## config.mk

```make
export PLATFORM = sky130hd
export DESIGN_NAME = halt_ctrl
export DESIGN_NICKNAME = d
export VERILOG_FILES = /design/src/rtl/halt_ctrl.sv
export SDC_FILE = /design/constraint.sdc
export NUM_CORES = 1
export LEC_CHECK = 0
export BUFFER_PORTS_ARGS = -buffer_cell sky130_fd_sc_hd__buf_2
export CAP_MARGIN = 30
export CORE_UTILIZATION = 40
export CTS_CLUSTER_DIAMETER = 40
export CTS_CLUSTER_SIZE = 8
export DETAILED_ROUTE_END_ITERATION = 7
export PLACE_DENSITY = 0.65
export SLEW_MARGIN = 30
export SYNTH_ARGS = -nofsm -noshare
export SYNTH_HDL_FRONTEND = slang
export SYNTH_SLANG_ARGS = --single-unit
```

## constraint.sdc

```tcl
create_clock -name clk -period 4 [get_ports clk]
set_clock_uncertainty 0.2 [all_clocks]
set_input_delay 0.8 -clock clk [delete_from_list [all_inputs] [get_ports clk]]
set_output_delay 0.8 -clock clk [all_outputs]
set_load 0.05 [all_outputs]
```

## src/rtl/halt_ctrl.sv

```systemverilog
`default_nettype none
// ============================================================================
// Module   : halt_ctrl
// Brief    : Halt controller closing the loop between CPU status and the
//            five-phase (F,R,X,M,W) generator. Collects halt sources, raises
//            hlt at an instruction boundary (immediately on a phase-sequence
//            error) and records cause, retired count and active cycle count.
//            Optional breakpoint source enabled by macro HALT_CTRL_BKPT_EN.
// Revision : 1.0 - initial release
// ============================================================================
module halt_ctrl #(
    parameter int CNT_W = 32,
    parameter int PC_W  = 32
) (
    input  logic             clk,
    input  logic             n_rst,
    input  logic [4:0]       phase,
    input  logic             hlt_insn,
    input  logic             ext_halt,
    input  logic [CNT_W-1:0] icount_lim,
    input  logic [PC_W-1:0]  pc,
    input  logic [PC_W-1:0]  bp_addr,
    input  logic             bp_en,
    output logic             hlt,
    output logic             halted,
    output logic [2:0]       cause,
    output logic [CNT_W-1:0] icount,
    output logic [CNT_W-1:0] ccount,
    output logic             err
);

    localparam logic [2:0]       CAUSE_INSN  = 3'd1;
    localparam logic [2:0]       CAUSE_EXT   = 3'd2;
    localparam logic [2:0]       CAUSE_LIMIT = 3'd3;
    localparam logic [2:0]       CAUSE_ERR   = 3'd4;
    localparam logic [2:0]       CAUSE_BKPT  = 3'd5;
    localparam logic [4:0]       PH_F        = 5'b00001;
    localparam logic [CNT_W-1:0] CNT_ONE     = {{(CNT_W-1){1'b0}}, 1'b1};

    typedef enum logic [1:0] {
        ST_IDLE   = 2'd0,
        ST_RUN    = 2'd1,
        ST_DRAIN  = 2'd2,
        ST_HALTED = 2'd3
    } state_t;

    state_t           state_q, state_d;
    logic [4:0]       prev_phase_q, prev_phase_d;
    logic             pend_q, pend_d;
    logic [2:0]       cause_q, cause_d;
    logic             hlt_q, hlt_d;
    logic             halted_q, halted_d;
    logic             err_q, err_d;
    logic [CNT_W-1:0] icount_q, icount_d;
    logic [CNT_W-1:0] ccount_q, ccount_d;

    logic             bkpt_hit;
    logic             src_valid;
    logic [2:0]       src_cause;
    logic [4:0]       exp_phase;
    logic             seq_err;
    logic             halt_now;

`ifdef HALT_CTRL_BKPT_EN
    assign bkpt_hit = bp_en && (pc == bp_addr) && phase[0];
`else
    logic unused_bkpt;
    assign bkpt_hit    = 1'b0;
    assign unused_bkpt = ^{pc, bp_addr, bp_en};
`endif

    // The only legal successor of a phase is the next one round the ring (W wraps to F).
    assign exp_phase = {prev_phase_q[3:0], prev_phase_q[4]};

    // Prioritise simultaneous halt sources: instruction > breakpoint > limit > external.
    always_comb begin
        src_valid = 1'b1;
        src_cause = CAUSE_INSN;
        if (hlt_insn && phase[2]) begin
            src_cause = CAUSE_INSN;
        end else if (bkpt_hit) begin
            src_cause = CAUSE_BKPT;
        end else if (phase[4] && (icount_lim != '0) && ((icount_q + CNT_ONE) == icount_lim)) begin
            src_cause = CAUSE_LIMIT;
        end else if (ext_halt) begin
            src_cause = CAUSE_EXT;
        end else begin
            src_valid = 1'b0;
        end
    end

    // Next-state, phase checking, pending capture and counter updates.
    always_comb begin
        state_d      = state_q;
        prev_phase_d = prev_phase_q;
        pend_d       = pend_q;
        cause_d      = cause_q;
        hlt_d        = hlt_q;
        halted_d     = halted_q;
        err_d        = err_q;
        icount_d     = icount_q;
        ccount_d     = ccount_q;
        seq_err      = 1'b0;
        halt_now     = 1'b0;

        if ((state_q != ST_HALTED) && (phase != '0)) begin
            ccount_d = ccount_q + CNT_ONE;
        end

        case (state_q)
            ST_IDLE: begin
                if (phase == PH_F) begin
                    state_d      = ST_RUN;
                    prev_phase_d = phase;
                end else if (phase != '0) begin
                    seq_err = 1'b1;
                end
            end
            ST_RUN, ST_DRAIN: begin
                // Comparing with the rotated previous phase also rejects zero and multi-hot.
                if (phase != exp_phase) begin
                    seq_err = 1'b1;
                end else begin
                    prev_phase_d = phase;
                    // Only the first cause is kept; once draining, new sources are ignored.
                    if ((state_q == ST_RUN) && src_valid) begin
                        pend_d  = 1'b1;
                        cause_d = src_cause;
                        state_d = ST_DRAIN;
                    end
                    // The instruction in W always retires, including the halting one.
                    if (phase[4]) begin
                        icount_d = icount_q + CNT_ONE;
                        halt_now = pend_d;
                    end
                end
            end
            default: begin
            end
        endcase

        // A sequence error overrides any halt source seen in the same cycle.
        if (seq_err) begin
            state_d  = ST_HALTED;
            err_d    = 1'b1;
            hlt_d    = 1'b1;
            halted_d = 1'b1;
            cause_d  = CAUSE_ERR;
        end else if (halt_now) begin
            state_d  = ST_HALTED;
            hlt_d    = 1'b1;
            halted_d = 1'b1;
        end
    end

    // State and status registers, cleared asynchronously.
    always_ff @(posedge clk or negedge n_rst) begin
        if (!n_rst) begin
            state_q      <= ST_IDLE;
            prev_phase_q <= '0;
            pend_q       <= 1'b0;
            cause_q      <= '0;
            hlt_q        <= 1'b0;
            halted_q     <= 1'b0;
            err_q        <= 1'b0;
            icount_q     <= '0;
            ccount_q     <= '0;
        end else begin
            state_q      <= state_d;
            prev_phase_q <= prev_phase_d;
            pend_q       <= pend_d;
            cause_q      <= cause_d;
            hlt_q        <= hlt_d;
            halted_q     <= halted_d;
            err_q        <= err_d;
            icount_q     <= icount_d;
            ccount_q     <= ccount_d;
        end
    end

    assign hlt    = hlt_q;
    assign halted = halted_q;
    assign cause  = cause_q;
    assign icount = icount_q;
    assign ccount = ccount_q;
    assign err    = err_q;

endmodule
`default_nettype wire

```

==> out/metrics.cfg <==
[run_status]
status=finished with violations
violations=DRC

[synthesis]
synth_edf_count=0
async_flop_share=1.00
syn_area_sq_um=4820
ys.flop_type=dfrtp_1
synth.top_cell.area_share=0.399
syn_avg_cell_area_sq_um=9.69
synth_cell_type_count=59
synth_cells=498
yosys_register_bits=77
synth_common_cells=dfrtp_1, xnor2_1, nand2_1, xor2_1, nand3_1
synth_warnings=0
post-synth-top-count-cell=dfrtp_1
synth_nets=610
synth_area_leader_cell=dfrtp_1
synthTopCellsByArea=dfrtp_1, xnor2_1, xor2_1
seq_area_frac_synth=0.399

[timing]
fin_crit_ns=3.44
finalMaxSlewViolations=0
setup_viol_count_final=0
hold_viol=0
max_freq_mhz=291
relSlewSlack=0.460
worst-slew-pin-transition_ns=0.810
rsz0062_at_grt=false
period_share=0.860
finalSetupTns_ns=0

[placed_design]
io_buffers=110
place_inst=731
post_dp_cell_area_sq_um=5470
gp_congestion=0.887
place_hpwl_mm=9.00

[clock_tree]
cts_setup_buffers=0
clk_path_buf_depth=2
holdBufCountCts=0
cts_root_buf=clkbuf_16
clk-insertion-delay-late_ns=0.34
cts_tree=done
cts_sinks=77
clk_pin_slew_ns=0.06
cts.repair.resized=0
cts_inserted_buffers=9
cts-htree-levels=3

[job]
drv_cap=0

[setup_path]
startpoint=icount[0]
crit_fanout=8
r2r_end=state_q[1]
r2r_slack_ns=0.56
worstPathRequired_ns=4.02
r2r-start=icount[0]
worst_ep_arrival_time_ns=3.46
reg2regPathDepth=10
end_kind=flop
crit_type=reg2reg
worst_setup_path_start_kind=flop

[pwr]
cellLeakagePower_nw=2.63
powerDensity_nw_per_um2=447
power.switching_mw=0.900
p_comb_frac=0.310
swShare=0.349
p_total_mw=2.58
p_clk_frac=0.318
pwr-share-seq=0.372
ir_drop_uv=586
power.internal_mw=1.68

[floorplanning]
ios=176
initial_core_util=0.417
core_area_sq_um=11600
die_y_microns=112
num_rows=39
fp.dieArea_sq_um=12500
die_x_microns=112

[hold_path]
hp-class=reg2reg
whs_path_depth=1
hold_path_end=err
hp-start=err

[global_route]
grt_pass1_wl_mm=19.8
grt_pass1_vias=3979
overflow=0
grt_antenna_before_repair=0
grt_use_total=0.200
grt_max_degree=78

[route]
ant_nets=0
routedWlPerCell_microns=15.9
vias=4128
drt_pass1_iterations=8
drt_iter0_drc=245
drc=14
drt_wl_total_mm=11.9
vias_per_cell=5.53

[cells_and_area]
area_growth_syn_to_layout_pct=19.6
drive_above_1_share=0.248
fin_nets=711
layoutNonFillerInstCount=747
design_area_sq_um=5770
diodes=0

-- cells by family (layout without fill, tap and decap cells) --
kind of cell / Yosys count / after routing / share of synthesized area
adder cells (fa/ha/maj): 6 / 6 / 0.0156
AO/OA/AOI/OAI: 54 / 54 / 0.0848
buffers and inverters: 31 / 137 / 0.0290
multiplexers: 6 / 6 / 0.0140
XOR/XNOR: 112 / 112 / 0.206
flip-flops: 77 / 77 / 0.399
AND/OR/NAND/NOR: 212 / 212 / 0.251
-- power by group through the flow --
| stage | logic (mW) | registers, mW | clock network [mW] |
|---|---|---|---|
| 4_1_cts | 0.806 | 0.958 | 0.846 |
| 6_report | 0.800 | 0.959 | 0.820 |
| 3_3_place_gp | 0.781 | 0.969 | 0 |
| 5_1_grt | 0.883 | 0.971 | 0.874 |
| 2_1_floorplan | 0.486 | 1.10 | 0 |
| 3_5_place_dp | 0.800 | 0.971 | 0 |
-- worst max path at each step --
stage	end	slack, ns
3_3_place_gp	state_q[1]	0.61
2_1_floorplan	state_q[1]	0.70
3_5_place_dp	state_q[1]	0.58
5_1_grt	state_q[1]	0.27
4_1_cts	state_q[1]	0.55
6_report	state_q[1]	0.56
-- stage by stage --
stage               hold slack (ns)  worst slack, ns   util
finish                        0.257            0.558  0.499
detailed placement            0.249            0.583  0.473
floorplan                     0.297            0.702      -
global route                  0.290            0.271  0.499
CTS                           0.263            0.555  0.499
global placement              0.247            0.607  0.473
-- layout by cell type (no fill, tap or decap), drive strengths merged, types with 4 or more instances in the layout --
cell type / count
dfrtp: 77
a31oi: 4
nand2: 42
a21oi: 9
inv: 9
and3: 10
nand2b: 7
nor2: 28
clkbuf: 10
and4: 8
mux2: 6
ha: 6
nand4: 26
o21ai: 13
nand3: 35
nor4: 20
buf: 112
nor2b: 4
nor3: 15
xnor2: 76
xor2: 35
and2: 8
-- worst max-delay path, stage by stage, from the launching register on --
cell	delay [ns]
dfrtp_1	0.50
ha_1	0.36
and2_1	0.34
nand4_4	0.20
nor4_2	0.34
xnor2_1	0.15
nor4_4	0.37
nand4_4	0.22
a311oi_4	0.32
a21oi_1	0.12
o22a_1	0.20
-- flip-flops by register name, indices dropped and copies added (netlist names) --
name and flops:
prev_phase_q 5, err 1, ccount 32, halted 1, pend_q 1, icount 32, state_q 2, cause 3
-- area by class of cell --
cell class	count	area [sq um]
tap	143	179
clock inverter	6	62.6
timing repair buffer	112	572
inverter	9	33.8
clock buffer	10	239
multi-input combinational	390	2760
fill	1101	5790
sequential	77	1930
-- routing by layer --
| metal | global-route usage | part of all wire | wire [microns] | vias up |
|---|---|---|---|---|
| li1 | - | - | - | 1978 |
| met1 | 0.263 | 0.45 | 5370 | 1960 |
| met2 | 0.320 | 0.46 | 5480 | 170 |
| met3 | 0.0365 | 0.066 | 781 | 20 |
| met4 | 0.0919 | 0.024 | 283 | 0 |
| met5 | 0 | 0 | 0 | - |
Note: power is estimated with default switching activity, not from simulation.
